==> src/rtl/align_shifter_pipe.sv <==
// -----------------------------------------------------------------------------
// align_shifter_pipe
//
// Pipelined mantissa alignment shifter for FP adder datapaths. The smaller
// operand's significand, extended by two zero bits, is right-shifted by the
// exponent difference. The shift amount is resolved a few bits per stage,
// starting with the most significant bits. Guard, round and sticky bits are
// produced for the rounding stage. An exponent difference too large for the
// shift field saturates the shift. An optional arithmetic mode fills the
// vacated bits with the sign bit.
//
// Ports:
//   clk, rst              clock (rising edge), asynchronous active-high reset
//   in_valid / in_ready   input handshake
//   in_mant               significand to align (WIDTH bits)
//   in_shamt              low exponent-difference bits (SHAMT_W bits)
//   in_exp_hi             upper exponent-difference bits; any 1 saturates
//   in_arith              1 = sign fill, 0 = zero fill
//   in_tag                sideband tag carried with the operand
//   out_valid / out_ready output handshake
//   out_mant              aligned significand
//   out_guard, out_round  first and second bits below the out_mant LSB
//   out_sticky            OR of all discarded bits below the round bit
//   out_tag               tag of this result
// -----------------------------------------------------------------------------
module align_shifter_pipe #(
  parameter int WIDTH    = 24,
  parameter int SHAMT_W  = 5,
  parameter int EXP_HI_W = 3,
  parameter int LATENCY  = 2,
  parameter int TAG_W    = 4
) (
  input  logic                clk,
  input  logic                rst,
  input  logic                in_valid,
  output logic                in_ready,
  input  logic [WIDTH-1:0]    in_mant,
  input  logic [SHAMT_W-1:0]  in_shamt,
  input  logic [EXP_HI_W-1:0] in_exp_hi,
  input  logic                in_arith,
  input  logic [TAG_W-1:0]    in_tag,
  output logic                out_valid,
  input  logic                out_ready,
  output logic [WIDTH-1:0]    out_mant,
  output logic                out_guard,
  output logic                out_round,
  output logic                out_sticky,
  output logic [TAG_W-1:0]    out_tag
);

  localparam int W2  = WIDTH + 2;
  localparam int BPS = (SHAMT_W + LATENCY - 1) / LATENCY;
  localparam logic [SHAMT_W:0] W2_L = (SHAMT_W + 1)'(W2);

  // Shift-amount bits handled by stage k, MSB first. The final stage also
  // covers any remainder because BPS is rounded up.
  function automatic logic [SHAMT_W-1:0] stage_mask(input int k);
    logic [SHAMT_W-1:0] m;
    m = '0;
    for (int i = 0; i < SHAMT_W; i++) begin
      if ((i <= SHAMT_W - 1 - k * BPS) && (i >= SHAMT_W - (k + 1) * BPS)) begin
        m[i] = 1'b1;
      end
    end
    return m;
  endfunction

  // Per-slot state
  logic [W2-1:0]      r_q   [LATENCY];
  logic               st_q  [LATENCY];
  logic [SHAMT_W-1:0] sh_q  [LATENCY];
  logic               sat_q [LATENCY];
  logic               ar_q  [LATENCY];
  logic [TAG_W-1:0]   tag_q [LATENCY];

  logic [LATENCY-1:0] valid_q, valid_d;
  logic [LATENCY-1:0] adv;
  logic [LATENCY-1:0] load;
  logic               ready_c;

  // Advance chain, walked from the output back to the input. ready_c means
  // "the slot downstream of k can take a new operand this cycle".
  always_comb begin
    adv     = '0;
    load    = '0;
    valid_d = valid_q;
    ready_c = out_ready;
    for (int k = LATENCY - 1; k >= 0; k--) begin
      adv[k]  = valid_q[k] & ready_c;
      ready_c = !valid_q[k] | adv[k];
    end
    load[0] = in_valid & ready_c;
    for (int k = 1; k < LATENCY; k++) begin
      load[k] = adv[k-1];
    end
    for (int k = 0; k < LATENCY; k++) begin
      valid_d[k] = load[k] | (valid_q[k] & !adv[k]);
    end
  end

  assign in_ready = ready_c;

  always_ff @(posedge clk or posedge rst) begin
    if (rst) begin
      valid_q <= '0;
    end else begin
      valid_q <= valid_d;
    end
  end

  genvar gi;
  generate
    for (gi = 0; gi < LATENCY; gi++) begin : g_stage
      localparam logic [SHAMT_W-1:0] MASK = stage_mask(gi);

      logic [W2-1:0]      src_r;
      logic               src_st;
      logic [SHAMT_W-1:0] src_sh;
      logic               src_sat;
      logic               src_ar;
      logic [TAG_W-1:0]   src_tag;

      if (gi == 0) begin : g_first
        logic sat0;
        // Saturation is decided once, here. A saturated operand is finished
        // immediately. The remaining stages pass it through unshifted.
        always_comb begin
          sat0    = (|in_exp_hi) || ({1'b0, in_shamt} >= W2_L);
          src_r   = sat0 ? {W2{in_arith & in_mant[WIDTH-1]}} : {in_mant, 2'b00};
          src_st  = sat0 & (|in_mant);
          src_sh  = sat0 ? '0 : in_shamt;
          src_sat = sat0;
          src_ar  = in_arith;
          src_tag = in_tag;
        end
      end else begin : g_next
        always_comb begin
          src_r   = r_q[gi-1];
          src_st  = st_q[gi-1];
          src_sh  = sh_q[gi-1];
          src_sat = sat_q[gi-1];
          src_ar  = ar_q[gi-1];
          src_tag = tag_q[gi-1];
        end
      end

      logic [SHAMT_W-1:0]    amt;
      logic signed [W2-1:0]  ash;
      logic [W2-1:0]         lsh;
      logic [W2-1:0]         nxt_r;
      logic                  lost;

      assign amt   = src_sat ? '0 : (src_sh & MASK);
      // The signed shift gets its own signal. In a mixed-sign ternary the
      // operator would lose its signedness and zero-fill.
      assign ash   = $signed(src_r) >>> amt;
      assign lsh   = src_r >> amt;
      assign nxt_r = src_ar ? ash : lsh;
      // Bits pushed past the LSB by this stage's partial shift
      assign lost  = |(src_r & ~({W2{1'b1}} << amt));

      always_ff @(posedge clk or posedge rst) begin
        if (rst) begin
          r_q[gi]   <= '0;
          st_q[gi]  <= 1'b0;
          sh_q[gi]  <= '0;
          sat_q[gi] <= 1'b0;
          ar_q[gi]  <= 1'b0;
          tag_q[gi] <= '0;
        end else if (load[gi]) begin
          r_q[gi]   <= nxt_r;
          st_q[gi]  <= src_st | lost;
          sh_q[gi]  <= src_sh & ~MASK;
          sat_q[gi] <= src_sat;
          ar_q[gi]  <= src_ar;
          tag_q[gi] <= src_tag;
        end
      end
    end
  endgenerate

  assign out_valid  = valid_q[LATENCY-1];
  assign out_mant   = r_q[LATENCY-1][W2-1:2];
  assign out_guard  = r_q[LATENCY-1][1];
  assign out_round  = r_q[LATENCY-1][0];
  assign out_sticky = st_q[LATENCY-1];
  assign out_tag    = tag_q[LATENCY-1];

endmodule

==> config.mk <==
export PLATFORM = sky130hd
export DESIGN_NAME = align_shifter_pipe
export DESIGN_NICKNAME = d
export VERILOG_FILES = /design/src/rtl/align_shifter_pipe.sv
export SDC_FILE = /design/constraint.sdc
export NUM_CORES = 1
export LEC_CHECK = 0
export CAP_MARGIN = 20
export CELL_PAD_IN_SITES_DETAIL_PLACEMENT = 0
export CELL_PAD_IN_SITES_GLOBAL_PLACEMENT = 1
export CORE_ASPECT_RATIO = 1.2
export CORE_UTILIZATION = 36
export DETAILED_ROUTE_END_ITERATION = 10
export GPL_TIMING_DRIVEN = 0
export PLACE_DENSITY_LB_ADDON = 0.1
export SLEW_MARGIN = 20
export SYNTH_ARGS = -nofsm -noshare
export SYNTH_HDL_FRONTEND = slang
export SYNTH_SLANG_ARGS = --single-unit
==> constraint.sdc <==
create_clock -name clk -period 3.6 [get_ports clk]
set_input_delay 0.72 -clock clk [delete_from_list [all_inputs] [get_ports clk]]
set_output_delay 0.72 -clock clk [all_outputs]
set_load 0.01 [all_outputs]
==> metrics.yaml, run 1 <==
outcome:
  status: "complete, no violations"
min_path:
  worstHoldStart: "out_mant[21]"
  holdPathEnd: "out_mant[21]"
  whs_path_depth: 2
  hold_class: "flop to flop"
logic_synthesis:
  synth_fa_ha_area_frac: 0
  synthTopCellsByCount: "73 x nand2_1, 68 x dfrtp_1, 47 x o21ai_0"
  yosys-top-cells-area: "dfrtp_1 41%, mux2_2 10%, mux2i_1 7.4%"
  netlist.area_leader.share: 0.405
  synthMostInstantiatedCell: "nand2_1"
  synth_top_family_by_area: "compound AO/OA/AOI/OAI gates"
  syn_inst: 467
  syn-cell-area_sq_um: 4200
  ys_types: 48
  ys_ff_latch: 68
  yosys.area_share.xor_xnor: 0
  synth_nets: 508
  synth_compound_area_frac: 0.215
  async_flop_share: 1.00
  synth-edff-count: 0
  syn-mean-instance-area_sq_um: 8.99
  yosysTopAreaCell: "dfrtp_1"
  synthFlopType: "dfrtp_1"
  synthMuxAreaShare: 0.181
  yosysWarningCount: 0
  synthSimpleGateAreaFrac: 0.161
  ys_seq_area_frac: 0.405
cts:
  cts_tree: "built"
  numCtsBuffers: 9
  clk_pin_slew_worst_paths_ns: 0.06
  clock_sinks: 68
  clock_latency_ns: 0.33
  h-tree-depth: 3
  cts_resized: 0
  cts_hold_buf: 0
  postCtsSetupRepairBufs: 0
  cts_buffer_depth: 2
  clockRootBuffer: "clkbuf_16"
global_routing:
  track_usage: 0.248
  grt-ovfl-total: 0
  grt_pass1_vias: 3934
  antenna_found_initial: 0
  grt_first_pass_wirelength_um: 22200
  grt_max_degree: 43
floorplan:
  start_util: 0.375
  die_x_um: 101
  coreArea_sq_um: 11200
  die-area_sq_um: 12100
  row_count: 42
  die_h_um: 120
  io_pins: 74
worst_setup_path:
  cp_max_fo: 10
  cp.arrival_ns: 3.34
  cp_slowest_stage_delay_ns: 0.54
  endpoint_kind: "flop"
  crit_required_ns: 3.86
  reg2reg_depth: 6
  worstSetupPathDepth: 8
  crit_chain: "clkdlybuf4s50_1 > clkbuf_1 > o211ai_1 > nand2_1 > clkbuf_1 > a21oi_1 > o221ai_1 > a32o_1"
  worst_path_max_delay_cell: "clkbuf_1"
  path_class: "input pin to flop"
  start_kind: "input pin"
  crit_top_cell: "clkbuf_1"
  rrSetupSlack_ns: 1.58
  path_delay_family: "buffers and inverters"
  path_buf_inv: 3
  r2r_end: "out_mant[18]"
  reg2reg_from: "g_stage[1].src_sh[0]"
drt:
  post-route-drc-count: 0
  routed-via-count: 3873
  wl_per_cell_um: 19.8
  wl_um: 14100
  drt-vias-per-instance: 5.45
  ant_nets: 0
  drt_iter0_markers: 196
  firstDrtPassIters: 4
sta:
  finalClockSkew_ns: 0.00702
  holdWs_ns: 0.472
  finalSetupViolCount: 0
  tightest_slew_ns: 0.865
  hold_viol: 0
  rsz0062_at_grt: "no"
  fin_crit_ns: 3.08
  fmax_ghz: 0.325
  post-route-period-util: 0.856
  maxSlewViolCount: 0
  maxSlewHeadroom: 0.419
power_and_ir_drop:
  p_leak_nw: 2.16
  power_mw: 2.53
  peakVddDrop_uv: 193
  powerDensity_nw_per_um2: 463
cells_and_area:
  area.growth.synth_to_final_pct: 30.1
  regArea_sq_um: 1700
  num_antenna_cells: 0
  nets: 593
  fillers: 1148
  drive_gt1_frac: 0.129
  multiInputGateArea_sq_um: 2350
  layoutNonFillerInstCount: 711
place:
  io_buffers: 73
  dp.cells: 695
  hpwlAfterDp_um: 11100
  gp_congestion: 0.938
job:
  drv_cap: 0
[layer usage]
metal | track usage | share of wire
met5 | 0 | 0
met2 | 0.419 | 0.49
met1 | 0.318 | 0.44
met3 | 0.0277 | 0.035
met4 | 0.113 | 0.028
[where the power goes]
part | internal (mW) | total [mW] | switching [mW]
Sequential | 0.892 | 0.977 | 0.0847
Combinational | 0.334 | 0.650 | 0.316
Clock | 0.575 | 0.902 | 0.328
Total | 1.80 | 2.53 | 0.728
[final cells by class]
type                       count  area share
timing repair buffer          74       0.137
clock inverter                 5      0.0108
buffer                        34      0.0254
clock buffer                  11      0.0463
inverter                       5     0.00389
multi-input combinational    360       0.430
tap                          154      0.0353
sequential                    68       0.311
[cells by family (layout without fill, tap and decap cells)]
kind of cell	Yosys count	after routing
mux	70	70
flops	68	68
compound gates	141	141
buf+inv	39	129
simple gates	149	149
[state kept, by name, indices dropped and copies added (netlist names)]
register	flops
g_stage.src_sh	2
g_stage.src_tag	4
g_stage.src_st	1
out_sticky	1
valid_q	2
g_stage.src_r	26
g_stage.src_sat	1
out_round	1
g_stage.src_ar	1
out_guard	1
out_tag	4
out_mant	24
[worst max-delay path by stage]
stage	from	endpoint	slack (ns)
finish	in_shamt[4]	g_stage[1].src_r[3]	0.52
CTS	in_shamt[4]	g_stage[1].src_r[3]	0.59
global route	in_shamt[4]	g_stage[1].src_r[3]	0.37
detailed placement	in_shamt[4]	g_stage[1].src_r[3]	0.25
floorplan	rst	g_stage[1].src_ar	1.17
global placement	rst	g_stage[1].src_st	-0.003
[per-stage QoR]
| stage | util | setup TNS (ns) | setup WS, ns | instance area [sq um] |
|---|---|---|---|---|
| 3_3_place_gp | 0.458 | -0.0313 | -0.00327 | 5120 |
| 5_1_grt | 0.488 | 0 | 0.373 | 5460 |
| 6_report | 0.488 | 0 | 0.520 | 5460 |
| 3_5_place_dp | 0.460 | 0 | 0.252 | 5150 |
| 4_1_cts | 0.488 | 0 | 0.589 | 5460 |
| 2_1_floorplan | - | 0 | 1.17 | 4200 |
[worst reg2reg max path: cells and delay by family (launching register included)]
kind                   cells  cell delay [ns]
multiplexers               2             0.57
flip-flops                 1             0.37
AO/OA/AOI/OAI              1             0.12
buffers and inverters      2             0.61
AND/OR/NAND/NOR            1             0.24
[cells in the final DEF, fill, tap and decap left out, types with 3 or more instances in the layout]
master	n
o221ai_1	6
a22oi_1	4
clkbuf_1	22
nor2b_1	9
o22a_1	3
o41ai_1	5
o211ai_1	7
and2_1	4
dfrtp_1	68
mux2i_1	31
buf_2	9
nand3_1	7
inv_1	4
a22o_1	5
nand2_1	73
mux2_2	38
nor2_1	26
clkbuf_16	9
clkdlybuf4s50_1	73
a21o_1	4
a21oi_1	31
o21ai_0	47
a211oi_1	6
nand2b_1	7
o31ai_1	3
o22ai_1	5
nor3_1	7
buf_1	3
(Power assumes the default switching activity.)
==> run 2, diff against run 1 <==
CORE_UTILIZATION = 30   (was 36)
clock period = 3.75 ns   (was 3.6 ns; I/O delays follow)
==> run 2 against run 1 <==
Effect of this change: critical path type unchanged; sequential power fell by 4.1%; clock skew is 0.00088 ns higher; die area up 20%; global-route usage decreased by 4.0 points; total power fell by 7.9%; highest routed layer unchanged; first-iteration DRC count is 2.0% lower; combinational power decreased by 3.8%; non-clock buffer count unchanged; core utilization down 9.1 points; count of clock-buffer cells in the layout grew 2; worst setup slack gained 0.20 ns; critical path depth down 1.
==> metrics.yaml, run 2 (synthesis results as in run 1) <==
cells_and_area:
  drive_gt1_frac: 0.124
  fillers: 1452
  largest_register_ffs: 26
  nets: 593
  post-route-util: 0.397
  num_antenna_cells: 0
  mostFrequentLayoutCells: "73 x nand2_1, 73 x clkdlybuf4s50_1, 68 x dfrtp_1"
  area.growth.synth_to_final_pct: 29.6
worst_setup_path:
  cp_max_fo: 10
  endpoint_kind: "flop"
  cp.arrival_ns: 3.27
  crit_chain: "clkdlybuf4s50_1 > clkbuf_1 > o211ai_1 > nand2_1 > clkbuf_1 > o21ai_0 > o31ai_1"
  start_kind: "input pin"
  crit_required_ns: 3.99
  path_class: "input pin to flop"
  cp_slowest_stage_delay_ns: 0.52
  crit_top_cell: "clkbuf_1"
  worst_path_max_delay_cell: "clkbuf_1"
floorplan:
  coreArea_sq_um: 13700
  die_x_um: 110
  row_count: 47
  start_util: 0.307
  io_pins: 74
  die_h_um: 132
  die-area_sq_um: 14500
sta:
  fin_ws_ns: 0.716
  fin_crit_ns: 3.03
  finalClockSkew_ns: 0.00791
  finalSetupViolCount: 0
  maxSlewViolCount: 0
  setup-tns-final_ns: 0
  maxSlewHeadroom: 0.430
  rsz0062_at_grt: "no"
  fmax_ghz: 0.330
  tightest_slew_ns: 0.848
  hold_viol: 0
  post-route-period-util: 0.809
drt:
  wl_um: 14300
  drt_iter0_markers: 192
  post-route-drc-count: 0
  wl_per_cell_um: 19.7
  routed-via-count: 3888
  drt-vias-per-instance: 5.35
  firstDrtPassIters: 5
  ant_nets: 0
cts:
  cts_tree: "built"
  h-tree-depth: 3
  cts_resized: 0
  cts_buffer_depth: 2
  clock_latency_ns: 0.33
  clk_pin_slew_worst_paths_ns: 0.05
  clockRootBuffer: "clkbuf_16"
  clock_sinks: 68
  numCtsBuffers: 9
  postCtsSetupRepairBufs: 0
  cts_hold_buf: 0
place:
  hpwlAfterDp_um: 11500
  io_buffers: 73
  gp_congestion: 0.932
  pre_cts_ws_ns: 0.418
power_and_ir_drop:
  p_leak_nw: 2.14
  powerDensity_nw_per_um2: 428
  peakVddDrop_uv: 250
  power_mw: 2.33
global_routing:
  antenna_found_initial: 0
  grt-ovfl-total: 0
  grt_pass1_vias: 3907
  track_usage: 0.208
  grt_first_pass_wirelength_um: 22300
  grt_max_degree: 36
min_path:
  hold_class: "flop to flop"
outcome:
  status: "complete, no violations"
job:
  drv_cap: 0
==> run 2: cell count changes in the layout (fill, tap and decap cells not counted) <==
cell and delta:
clkbuf_1 +2, clkinvlp_4 -2, bufinv_16 -1, clkinv_2 +1, inv_6 -1
==> run 2: stage by stage <==
stage	hold WS, ns	instances	instance area [sq um]
detailed placement	0.466	712	5170
global placement	0.453	711	5140
finish	0.472	727	5440
floorplan	0.442	467	4200
global route	0.496	727	5440
CTS	0.478	727	5440
==> run 2: layout make-up <==
class                      instances  area (sq um)  share of cell area
buffer                            34           139              0.0255
clock buffer                      13           260              0.0478
clock inverter                     2          10.0             0.00184
inverter                           5          21.3             0.00391
multi-input combinational        360          2350               0.431
sequential                        68          1700               0.313
tap                              171           214              0.0393
timing repair buffer              74           751               0.138
==> run 2: final timing paths <==
path / from / to / slack [ns] / cells past startpoint
max: in_shamt[4] / g_stage[1].src_r[22] / 0.72 / 7
min: out_mant[19] / out_mant[19] / 0.47 / 2
max in group asynchronous: rst / g_stage[1].src_r[2] / 2.42 / 3
min reg2reg: out_mant[19] / out_mant[19] / 0.47 / 2
min in group asynchronous: rst / out_tag[3] / 0.79 / 2
max reg2reg: g_stage[1].src_sh[0] / out_mant[0] / 1.72 / 6
==> run 2: worst max-delay path: cells and delay by family <==
| family | cells | cell delay [ns] |
|---|---|---|
| AO/OA/AOI/OAI | 3 | 0.86 |
| buffers and inverters | 3 | 1.43 |
| AND/OR/NAND/NOR | 1 | 0.23 |
==> run 2: where the power goes <==
group / total (mW) / switching (mW) / internal, mW
clock: 0.765 / 0.288 / 0.477
sequential: 0.937 / 0.0805 / 0.857
combinational: 0.625 / 0.304 / 0.321
==> run 2: layer usage <==
layer	track usage	share of wire
met1	0.253	0.43
met2	0.341	0.48
met3	0.0352	0.042
met4	0.119	0.052
met5	0	0
